## src/rtl/rotate_fb_pkg.sv

```systemverilog
// Shared types and helpers for the rotation framebuffer bridge.
package rotate_fb_pkg;

    typedef enum logic [1:0] {
        ST_IDLE = 2'd0,
        ST_WR   = 2'd1,
        ST_RD   = 2'd2,
        ST_GAP  = 2'd3
    } fb_state_e;

    localparam int unsigned WR_LEN_DEF = 16;
    localparam int unsigned RD_LEN_DEF = 8;
    localparam int unsigned CNT_W      = 5;
    localparam int unsigned FB_AW      = 32;

    // Word address of pixel (x, y) in the selected frame; callers truncate to their width.
    function automatic logic [FB_AW-1:0] fb_addr(input logic [FB_AW-1:0] base,
                                                 input logic             frame,
                                                 input logic [9:0]       y,
                                                 input logic [9:0]       x);
        return base + FB_AW'({frame, y, x});
    endfunction

endpackage

```

## src/rtl/rotate_fb_arb.sv

```systemverilog
// Two-client round-robin arbiter; grants are only issued while enabled (bridge idle).
module rotate_fb_arb
    import rotate_fb_pkg::*;
(
    input  logic clk_sys,
    input  logic reset,
    input  logic arb_en,
    input  logic vidin_req,
    input  logic vidout_req,
    output logic grant_wr,
    output logic grant_rd
);

    logic last_wr;

    // On contention the client that was not served last wins.
    assign grant_rd = arb_en & vidout_req & (~vidin_req | last_wr);
    assign grant_wr = arb_en & vidin_req & (~vidout_req | ~last_wr);

    always_ff @(posedge clk_sys) begin
        if (reset) begin
            last_wr <= 1'b1;
        end else if (grant_wr) begin
            last_wr <= 1'b1;
        end else if (grant_rd) begin
            last_wr <= 1'b0;
        end
    end

endmodule

```

## src/rtl/rotate_fb_bridge.sv

```systemverilog
// Arbitrates vidin write bursts and vidout read bursts onto one word-handshaked memory port.
module rotate_fb_bridge
    import rotate_fb_pkg::*;
#(
    parameter int unsigned       ADDR_W    = 24,
    parameter logic [ADDR_W-1:0] BASE_ADDR = '0,
    parameter int unsigned       WR_LEN    = WR_LEN_DEF,
    parameter int unsigned       RD_LEN    = RD_LEN_DEF
) (
    input  logic              clk_sys,
    input  logic              reset,
    input  logic              vidin_req,
    input  logic              vidin_frame,
    input  logic [9:0]        vidin_x,
    input  logic [9:0]        vidin_y,
    input  logic [15:0]       vidin_d,
    output logic              vidin_ack,
    input  logic              vidout_req,
    input  logic              vidout_frame,
    input  logic [9:0]        vidout_x,
    input  logic [9:0]        vidout_y,
    output logic [15:0]       vidout_d,
    output logic              vidout_ack,
    output logic              mem_req,
    output logic              mem_we,
    output logic [ADDR_W-1:0] mem_addr,
    output logic [15:0]       mem_wdata,
    input  logic [15:0]       mem_rdata,
    input  logic              mem_ack
);

    fb_state_e        state;
    logic [CNT_W-1:0] cnt;
    logic             grant_wr;
    logic             grant_rd;

    rotate_fb_arb u_arb (
        .clk_sys    (clk_sys),
        .reset      (reset),
        .arb_en     (state == ST_IDLE),
        .vidin_req  (vidin_req),
        .vidout_req (vidout_req),
        .grant_wr   (grant_wr),
        .grant_rd   (grant_rd)
    );

    // Write data streams straight through; the client advances on the same-cycle ack.
    assign mem_wdata = vidin_d;
    assign vidin_ack = mem_ack & (state == ST_WR);

    always_ff @(posedge clk_sys) begin
        if (reset) begin
            state      <= ST_IDLE;
            cnt        <= '0;
            mem_req    <= 1'b0;
            mem_we     <= 1'b0;
            mem_addr   <= '0;
            vidout_ack <= 1'b0;
            vidout_d   <= '0;
        end else begin
            vidout_ack <= 1'b0;
            case (state)
                ST_IDLE: begin
                    if (grant_wr) begin
                        state    <= ST_WR;
                        mem_req  <= 1'b1;
                        mem_we   <= 1'b1;
                        mem_addr <= ADDR_W'(fb_addr(FB_AW'(BASE_ADDR), vidin_frame,
                                                    vidin_y, vidin_x));
                    end else if (grant_rd) begin
                        state    <= ST_RD;
                        mem_req  <= 1'b1;
                        mem_we   <= 1'b0;
                        mem_addr <= ADDR_W'(fb_addr(FB_AW'(BASE_ADDR), vidout_frame,
                                                    vidout_y, vidout_x));
                    end
                end
                ST_WR: begin
                    if (mem_ack) begin
                        if (cnt == CNT_W'(WR_LEN - 1)) begin
                            cnt     <= '0;
                            state   <= ST_GAP;
                            mem_req <= 1'b0;
                        end else begin
                            cnt <= cnt + CNT_W'(1);
                        end
                    end
                end
                ST_RD: begin
                    if (mem_ack) begin
                        vidout_ack <= 1'b1;
                        vidout_d   <= mem_rdata;
                        if (cnt == CNT_W'(RD_LEN - 1)) begin
                            cnt     <= '0;
                            state   <= ST_GAP;
                            mem_req <= 1'b0;
                        end else begin
                            cnt <= cnt + CNT_W'(1);
                        end
                    end
                end
                // Clients get a cycle to update req/x/y before requests are sampled again.
                ST_GAP:  state <= ST_IDLE;
                default: state <= ST_IDLE;
            endcase
        end
    end

endmodule
```

## config.mk

```make
export PLATFORM = sky130hd
export DESIGN_NAME = rotate_fb_bridge
export DESIGN_NICKNAME = d
export VERILOG_FILES = /design/src/rtl/rotate_fb_pkg.sv /design/src/rtl/rotate_fb_arb.sv /design/src/rtl/rotate_fb_bridge.sv
export SDC_FILE = /design/constraint.sdc
export NUM_CORES = 1
export LEC_CHECK = 0
export CAP_MARGIN = 20
export CORE_MARGIN = 8
export CORE_UTILIZATION = 37
export CTS_CLUSTER_SIZE = 20
export DETAILED_ROUTE_END_ITERATION = 10
export PLACE_DENSITY = 0.8
export SLEW_MARGIN = 20
export SYNTH_ARGS = -nofsm -noshare
export SYNTH_HDL_FRONTEND = slang
export SYNTH_SLANG_ARGS = --single-unit
```

## constraint.sdc

```tcl
create_clock -name clk_sys -period 2.5 [get_ports clk_sys]
set_input_delay 0.5 -clock clk_sys [delete_from_list [all_inputs] [get_ports clk_sys]]
set_output_delay 0.5 -clock clk_sys [all_outputs]
set_load 0.02 [all_outputs]
```

==> results of run 1 <==
metrics by stage:
step	util, %	cell area, um^2	setup WS [ps]	hold slack [ps]
CTS	56.9	3390	202	461
finish	56.9	3390	215	456
detailed placement	55.0	3270	284	447
floorplan	-	2300	696	449
global placement	55.0	3270	310	442
global route	56.9	3390	108	490
state kept, by name (all words and copies together), names as in the netlist:
signal         flops
state              2
vidout_ack         1
vidout_d          16
mem_addr          21
u_arb.last_wr      1
cnt                5
mem_we             1
mem_req            1
cell families after synthesis:
group	synth area share (%)
compound gates	17.2
fa+ha+maj	3.82
buf+inv	10.5
flops	41.9
mux	9.17
other cells	0.164
simple gates	17.2
placed cells by master (no fill, tap or decap), drive strengths merged:
| master | count |
|---|---|
| a211oi | 21 |
| a211o | 1 |
| or2 | 1 |
| nand2 | 41 |
| nor2 | 29 |
| nand4bb | 1 |
| and3 | 1 |
| nand3b | 1 |
| clkbuf | 5 |
| nand2b | 1 |
| conb | 3 |
| nor3 | 1 |
| bufinv | 1 |
| a21oi | 24 |
| nor2b | 3 |
| a21boi | 1 |
| o21ai | 3 |
| a221oi | 2 |
| dfxtp | 48 |
| buf | 7 |
| nand4 | 2 |
| clkdlybuf4s50 | 102 |
| ha | 7 |
| clkinvlp | 1 |
| a41oi | 1 |
| and2 | 3 |
| a31o | 1 |
| a31oi | 1 |
| or4b | 1 |
| o2111ai | 1 |
| a311oi | 2 |
| inv | 7 |
| mux2i | 21 |
| nand3 | 2 |
per-layer routing:
layer / GRT usage (%) / vias up
met5: 0 / -
met2: 20.3 / 91
met4: 4.68 / 0
li1: - / 1053
met1: 14.2 / 906
met3: 8.65 / 11
area by class of cell:
type,instances,area [um^2]
tap,75,93.8
clock buffer,5,68.8
clock inverter,3,46.3
sequential,48,961
fill,557,2570
inverter,6,22.5
multi-input combinational,176,1100
timing repair buffer,109,1100
power by group through the flow:
stage	Clock, uW	Combinational [uW]	Sequential, uW
finish	574	1420	1040
floorplan	0	729	1230
detailed placement	0	1440	1060
global route	626	1550	1060
CTS	596	1440	1040
global placement	0	1410	1050
how the worst min path moves through the flow:
stage / from / to / slack [ps]
2_1_floorplan: cnt[1]$_SDFFE_PP0P_ / cnt[1]$_SDFFE_PP0P_ / 450
3_3_place_gp: vidout_d[1]$_SDFFE_PP0P_ / vidout_d[1]$_SDFFE_PP0P_ / 440
3_5_place_dp: vidout_d[3]$_SDFFE_PP0P_ / vidout_d[3]$_SDFFE_PP0P_ / 450
4_1_cts: vidout_d[7]$_SDFFE_PP0P_ / vidout_d[7]$_SDFFE_PP0P_ / 460
5_1_grt: vidout_d[12]$_SDFFE_PP0P_ / vidout_d[12]$_SDFFE_PP0P_ / 490
6_report: vidout_d[11]$_SDFFE_PP0P_ / vidout_d[11]$_SDFFE_PP0P_ / 460
critical path: stages, from the launching register on:
cell and delay [ps]:
dfxtp_1 330, inv_1 110, ha_1 280, and2_1 160
clkdlybuf4s50_1 600
==> impl_metrics.yaml, run 1 <==
logic_synthesis:
  synthDistinctLibCells: 36
  ys_ff_latch: 48
  synth_common_cells: "dfxtp_1, nand2_1, nor2_1"
  synth_most_common_cell: "dfxtp_1"
  yosys-top-cells-area: "dfxtp_1, mux2i_1, a211oi_1, nand2_1, buf_4"
  ys.flop_type: "dfxtp_1"
  netlist.area_leader.share_pct: 41.9
  yosys_warnings: 0
  synth_cells: 264
  syn_avg_cell_area_um2: 8.68
  synth_enable_flop_cells: 0
  synth_area_leader_cell: "dfxtp_1"
  ys_seq_area_share_pct: 41.9
  syn_area_um2: 2290
  synthArstFlopShare_pct: 0
hold_path:
  hold_depth: 2
  worstHoldPathType: "reg2reg"
clock_network:
  cts_buffer_depth: 2
  numClockSinks: 48
  cts_resized: 0
  ctsHoldBuffers: 0
  cts.clk_slew.worst_paths_ps: 90
  h-tree-depth: 2
  cts_tree: "yes"
  clock_latency_ps: 300
  clockRootBuffer: "clkbuf_8"
  cts_made_buffers: 5
  postCtsSetupRepairBufs: 0
setup_path:
  cp.arrival_ps: 1780
  r2r_setup_slack_ps: 550
  crit_end: "vidin_ack"
  critPathKind: "reg2out"
  setup.worst_path.start_class: "flip-flop"
  reg2reg_depth: 6
  rr_endpoint: "cnt[2]$_SDFFE_PP0P_"
  r2r-start: "cnt[0]$_SDFFE_PP0P_"
  worstPathRequired_ps: 2000
  end_kind: "output port"
  critPathMaxFanout: 4
  critical_path.startpoint: "state[1]$_SDFFE_PP0P_"
drt:
  met1_length_mm: 2.37
  drt-pass1-iter-count: 4
  ant_nets: 0
  routed_via_density: 4.88
  drc_errors: 0
  wl_met3_um: 866
  drt_wl_total_mm: 5.91
  via_count: 2061
  drt_iter0_drc: 81
  dr_wl_met2_mm: 2.60
  top_layer_used: "met4"
  wl_per_cell_um: 14.0
pwr:
  power.internal_uw: 1920
  p_leak_uw: 0.00134
  power.density_nw_per_um2: 895
  p_sw_uw: 1110
  clkPwrFrac_pct: 18.9
  total_power_uw: 3030
  ir_drop_v: 0.000438
  p_sw_share_pct: 36.7
  combPwrFrac_pct: 46.8
  power.share.sequential_pct: 34.3
floorplanning:
  core_region_area_um2: 5960
  row_count: 28
  ioPinCount: 139
  dieHeight_um: 94.7
  die-area_um2: 8970
  die_w_um: 94.7
  initial_core_util_pct: 38.5
timing:
  finalSetupTns_ps: 0
  final-hold-violation-count: 0
  setup_viol: 0
  rsz0062_at_grt: "no"
  fin_crit_ps: 2280
  finalClockSkew_ps: 4.16
  maxSlewViolCount: 0
  fin_crit_sh_pct: 91.4
  worstMarginPinSlew_ps: 569
  relSlewSlack_pct: 61.8
  fmax_ghz: 0.438
final_layout:
  drive_above_1_share_pct: 6.34
  syn2layout_area_growth_pct: 47.9
  layout.nets: 432
  diodes: 0
  fin_cells: 422
grt:
  grt_pass1_vias: 2021
  grt_max_degree: 44
  grt_pass1_wl_mm: 9.47
  grt_overflow_total: 0
  grt_usage_pct: 13.2
  grt_antenna_before_repair: 0
run_status:
  status: "finished, final reports clean"
placed_design:
  dpl.hpwl_mm: 4.64
  place.gp.congestion: 0.746
  numPlacedInstances: 414
  port_buffers: 103
job:
  drv_cap: 0
(Power assumes the default switching activity.)
==> inputs of run 2 (changes only) <==
--- a/config.mk
+++ b/config.mk
@@ -7,10 +7,11 @@
 export LEC_CHECK = 0
 export CAP_MARGIN = 20
 export CORE_MARGIN = 8
-export CORE_UTILIZATION = 37
+export CORE_UTILIZATION = 38
+export CTS_BUF_LIST = sky130_fd_sc_hd__clkbuf_8
 export CTS_CLUSTER_SIZE = 20
 export DETAILED_ROUTE_END_ITERATION = 10
-export PLACE_DENSITY = 0.8
+export PLACE_DENSITY = 0.82
 export SLEW_MARGIN = 20
 export SYNTH_ARGS = -nofsm -noshare
 export SYNTH_HDL_FRONTEND = slang
==> run 2 against run 1 <==
Effect of this change:
- non-clock buffer count down 1
- first-iteration DRC count is 30% lower
- routed wire length up 2.7%
- worst setup slack improved by 14 ps
- final cell count down 0.24%
- count of clock-buffer cells in the layout unchanged
- critical path type unchanged
- largest cell class unchanged
==> impl_metrics.yaml, run 2 (synthesis gave the netlist of run 1 again) <==
run_status:
  status: "finished, final reports clean"
grt:
  grt_pass1_wl_mm: 10.0
  grt_antenna_before_repair: 0
  grt_max_degree: 45
  grt_pass1_vias: 2067
  grt_overflow_total: 0
  grt_usage_pct: 14.0
clock_network:
  postCtsSetupRepairBufs: 0
  ctsHoldBuffers: 0
  h-tree-depth: 2
  clockRootBuffer: "clkbuf_8"
  cts.clk_slew.worst_paths_ps: 100
  numClockSinks: 48
  cts_resized: 0
  clock_latency_ps: 300
  cts_buffer_depth: 2
  cts_made_buffers: 5
  cts_tree: "yes"
placed_design:
  dpl.hpwl_mm: 4.85
  numPlacedInstances: 413
  placed_cell_area_um2: 3250
  place.gp.congestion: 0.765
  port_buffers: 103
timing:
  worstMarginPinSlew_ps: 564
  final-hold-violation-count: 0
  setup_viol: 0
  finalSetupTns_ps: 0
  rsz0062_at_grt: "no"
  maxSlewViolCount: 0
  finalClockSkew_ps: 8.03
  fin_crit_ps: 2270
  fin_crit_sh_pct: 90.8
  relSlewSlack_pct: 62.3
  fmax_ghz: 0.440
drt:
  via_count: 2032
  drt-pass1-iter-count: 4
  drt_iter0_drc: 57
  ant_nets: 0
  routed_via_density: 4.83
  drc_errors: 0
  wl_per_cell_um: 14.4
  drt_wl_total_mm: 6.07
setup_path:
  crit_path_top_delay_cell: "clkdlybuf4s50_1"
  cp.arrival_ps: 1770
  critPathMaxFanout: 4
  reg2reg_depth: 6
  r2r_setup_slack_ps: 540
  rr_endpoint: "cnt[2]$_SDFFE_PP0P_"
  end_kind: "output port"
  crit_chain: "inv_1 -> ha_1 -> and2_1 -> clkdlybuf4s50_1"
  crit_family: "buffers and inverters"
  worstPathRequired_ps: 2000
  r2r-start: "cnt[0]$_SDFFE_PP0P_"
  slowest_delay_ps: 590
  setup.worst_path.start_class: "flip-flop"
  critPathKind: "reg2out"
  crit_buf_inv: 2
floorplanning:
  initial_core_util_pct: 38.9
  ioPinCount: 139
  die_w_um: 93.7
  die-area_um2: 8770
  dieHeight_um: 93.7
  row_count: 28
  core_region_area_um2: 5890
final_layout:
  reg_top3: "mem_addr (21), vidout_d (16), cnt (5)"
  regMostFlops: "mem_addr"
  finalCoreUtilization_pct: 57.6
  syn2layout_area_growth_pct: 48.0
  fin_cells: 421
  final_cell_mix: "clkdlybuf4s50_1, dfxtp_1, nand2_1, nor2_1, a21oi_1"
  fillers: 548
  drive_above_1_share_pct: 6.07
  largest_reg_flops: 21
  final_area_um2: 3390
  mostFrequentLayoutCell: "clkdlybuf4s50_1"
  layout.nets: 431
  diodes: 0
pwr:
  power.internal_uw: 2000
  total_power_uw: 3110
  ir_drop_v: 0.000580
  p_leak_uw: 0.00135
  p_sw_share_pct: 35.9
  clkPwrFrac_pct: 21.8
  combPwrFrac_pct: 44.9
  p_sw_uw: 1120
  power.share.sequential_pct: 33.3
  power.density_nw_per_um2: 918
hold_path:
  hold_start: "vidout_d[12]$_SDFFE_PP0P_"
  hold_depth: 2
  worstHoldPathType: "reg2reg"
  whs_endpoint: "vidout_d[12]$_SDFFE_PP0P_"
job:
  drv_cap: 0
[run 2: power by group through the flow]
stage	Combinational (uW)	Clock, uW	Sequential [uW]
after global routing	1550	723	1060
after CTS	1420	690	1040
after global placement	1370	0	1050
after floorplan	729	0	1230
final	1400	679	1040
after detailed placement	1410	0	1060
[run 2: tightest hold or removal path, delay by kind of cell (launching register included)]
kind             cells  cell delay, ps
flip-flops           1             320
AND/OR/NAND/NOR      1              50
AO/OA/AOI/OAI        1              50
[run 2: final cells by class]
class	instances	area [um^2]	area share (%)
inverters	6	22.5	0.664
flip-flops and latches	48	961	28.3
clock buffers	5	68.8	2.03
repair buffers	108	1080	31.7
well taps	75	93.8	2.77
clock inverters	3	68.8	2.03
multi-input cells	176	1100	32.5
[run 2: worst max path at each step]
stage                           from             endpoint  slack (ps)  cells after the start
2_1_floorplan    cnt[0]$_SDFFE_PP0P_  cnt[2]$_SDFFE_PP0P_         700                      6
3_3_place_gp                 mem_ack            vidin_ack         310                      3
3_5_place_dp                 mem_ack            vidin_ack         300                      3
4_1_cts        state[1]$_SDFFE_PP0P_            vidin_ack         200                      4
5_1_grt        state[1]$_SDFFE_PP0P_            vidin_ack         130                      4
6_report       state[1]$_SDFFE_PP0P_            vidin_ack         230                      4
[run 2: metal layers]
| metal | track usage, % | part of all wire, % | routed length (um) | vias to the layer above |
|---|---|---|---|---|
| met4 | 3.57 | 0.53 | 32 | 0 |
| met5 | 0 | 0 | 0 | - |
| met3 | 7.99 | 13 | 802 | 2 |
| met1 | 15.1 | 39 | 2380 | 880 |
| li1 | - | - | - | 1051 |
| met2 | 23.1 | 47 | 2850 | 99 |
[run 2: per-stage QoR]
step / worst slack (ps) / hold slack [ps]
final: 229 / 458
after global routing: 130 / 482
after CTS: 202 / 463
after detailed placement: 302 / 449
after global placement: 311 / 442
after floorplan: 696 / 449
==> inputs of run 3 (changes only) <==
--- a/config.mk
+++ b/config.mk
@@ -7,11 +7,11 @@
 export LEC_CHECK = 0
 export CAP_MARGIN = 20
 export CORE_MARGIN = 8
-export CORE_UTILIZATION = 38
+export CORE_UTILIZATION = 30
 export CTS_BUF_LIST = sky130_fd_sc_hd__clkbuf_8
 export CTS_CLUSTER_SIZE = 20
 export DETAILED_ROUTE_END_ITERATION = 10
-export PLACE_DENSITY = 0.82
+export PLACE_DENSITY = 0.67
 export SLEW_MARGIN = 20
 export SYNTH_ARGS = -nofsm -noshare
 export SYNTH_HDL_FRONTEND = slang
==> run 3 against run 2 <==
Effect of this change:
- maximum frequency grew 1.1%
- largest power group unchanged
- combinational power barely moved
- first-iteration DRC count increased by 23%
- clock skew is 1.4 ps lower
- sequential share of layout area about the same
- core utilization is 13 points lower
- die area increased by 22%
- critical path depth stayed put
- critical path type unchanged
- global-route usage shrank 2.9 points
- register-to-register slack is essentially flat
- worst setup slack improved by 25 ps
- largest cell class unchanged
- power is 5.1% lower
==> impl_metrics.yaml, run 3 (synthesis gave the netlist of run 1 again) <==
timing:
  rsz0062_at_grt: "no"
  holdWs_ps: 459
  fmax_ghz: 0.445
  worstMarginPinSlew_ps: 762
  fin_crit_sh_pct: 89.8
  setup_viol: 0
  finalClockSkew_ps: 6.61
  relSlewSlack_pct: 49.2
  fin_ws_ps: 254
  maxSlewViolCount: 0
  final-hold-violation-count: 0
  fin_crit_ps: 2250
  finalSetupTns_ps: 0
floorplanning:
  core_region_area_um2: 7570
  initial_core_util_pct: 30.3
  die_w_um: 103
  ioPinCount: 139
  dieHeight_um: 103
  row_count: 32
  die-area_um2: 10700
setup_path:
  slowest_delay_ps: 600
  critPathMaxFanout: 4
  end_kind: "output port"
  crit_path_top_delay_cell: "clkdlybuf4s50_1"
  critPathKind: "reg2out"
  worstPathRequired_ps: 2000
  setup.worst_path.start_class: "flip-flop"
  crit_chain: "inv_1 -> ha_1 -> and2_1 -> clkdlybuf4s50_1"
  cp.arrival_ps: 1750
  crit_family: "buffers and inverters"
  crit_buf_inv: 2
final_layout:
  largest_reg_flops: 21
  regArea_um2: 961
  final_area_um2: 3400
  mostFrequentLayoutCell: "clkdlybuf4s50_1"
  reg_top3: "mem_addr (21), vidout_d (16), cnt (5)"
  finalCoreUtilization_pct: 44.9
  fillers: 716
  multiInputGateArea_um2: 1100
  final_cell_mix: "clkdlybuf4s50_1, dfxtp_1, nand2_1, nor2_1, a21oi_1"
  regMostFlops: "mem_addr"
  drive_above_1_share_pct: 6.07
  syn2layout_area_growth_pct: 48.2
  layout.nets: 431
  diodes: 0
placed_design:
  port_buffers: 103
  place_ws_ps: 277
  dpl.hpwl_mm: 4.58
  place.gp.congestion: 0.748
  placed_cell_area_um2: 3300
clock_network:
  clockRootBuffer: "clkbuf_8"
  cts.clk_slew.worst_paths_ps: 90
  h-tree-depth: 2
  cts_buffer_depth: 2
  cts_resized: 0
  cts_made_buffers: 5
  cts_tree: "yes"
  ctsHoldBuffers: 0
  postCtsSetupRepairBufs: 0
  numClockSinks: 48
  clock_latency_ps: 300
drt:
  drt_iter0_drc: 70
  ant_nets: 0
  wl_per_cell_um: 13.4
  drc_errors: 0
  drt_wl_total_mm: 6.01
  drt-pass1-iter-count: 4
  via_count: 2009
  routed_via_density: 4.48
grt:
  grt_overflow_total: 0
  grt_max_degree: 45
  grt_pass1_wl_mm: 9.49
  grt_antenna_before_repair: 0
  grt_usage_pct: 11.1
  grt_pass1_vias: 2047
pwr:
  ir_drop_v: 0.000412
  p_leak_uw: 0.00133
  clkPwrFrac_pct: 16.8
  p_sw_share_pct: 37.6
  power.share.sequential_pct: 35.2
  power.density_nw_per_um2: 870
  power.internal_uw: 1850
  combPwrFrac_pct: 48.0
  p_sw_uw: 1110
job:
  drv_cap: 0
hold_path:
  worstHoldPathType: "reg2reg"
run_status:
  status: "finished, final reports clean"
[run 3: changes by cell type in the layout (fill, tap and decap cells not counted), sizes merged]
cell | previous run | this run
clkinv | 0 | 1
bufinv | 2 | 0
clkbuf | 5 | 6
[run 3: final timing paths]
path	from	to	slack, ps	cells after the start
worst min-delay path	vidout_d[2]$_SDFFE_PP0P_	vidout_d[2]$_SDFFE_PP0P_	460	2
worst max-delay path	state[1]$_SDFFE_PP0P_	vidin_ack	250	4
worst max register to register	cnt[0]$_SDFFE_PP0P_	mem_req$_SDFFE_PP0P_	530	7
worst min register to register	vidout_d[2]$_SDFFE_PP0P_	vidout_d[2]$_SDFFE_PP0P_	460	2
[run 3: metrics by stage]
step | cells | power (uW)
floorplan | 266 | 1960
global placement | 440 | 2480
detailed placement | 440 | 2490
CTS | 448 | 3000
global route | 448 | 3170
finish | 448 | 2960
[run 3: area by class of cell]
cell class | instances | area share, %
well taps | 102 | 3.76
flip-flops and latches | 48 | 28.3
inverters | 6 | 0.663
repair buffers | 108 | 32.0
clock buffers | 6 | 2.43
multi-input cells | 176 | 32.4
clock inverters | 2 | 0.405
[run 3: worst register-to-register path, delay by kind of cell, from the launching register on]
kind / cells / cell delay, ps
AOI/OAI and AO/OA: 3 / 720
adders and majority gates: 2 / 450
DFF: 1 / 390
and+or+nand+nor: 2 / 320
[run 3: layer usage]
| layer | global-route usage [%] | part of all wire [%] |
|---|---|---|
| met1 | 12.2 | 40 |
| met5 | 0 | 0 |
| met4 | 3.00 | 0.95 |
| met2 | 17.3 | 44 |
| met3 | 7.36 | 15 |
[run 3: power by group through the flow]
stage | registers, uW | logic, uW | clock network [uW]
after detailed placement | 1060 | 1440 | 0
after floorplan | 1230 | 729 | 0
after global routing | 1060 | 1560 | 547
after global placement | 1050 | 1430 | 0
final | 1040 | 1420 | 496
after CTS | 1040 | 1440 | 516
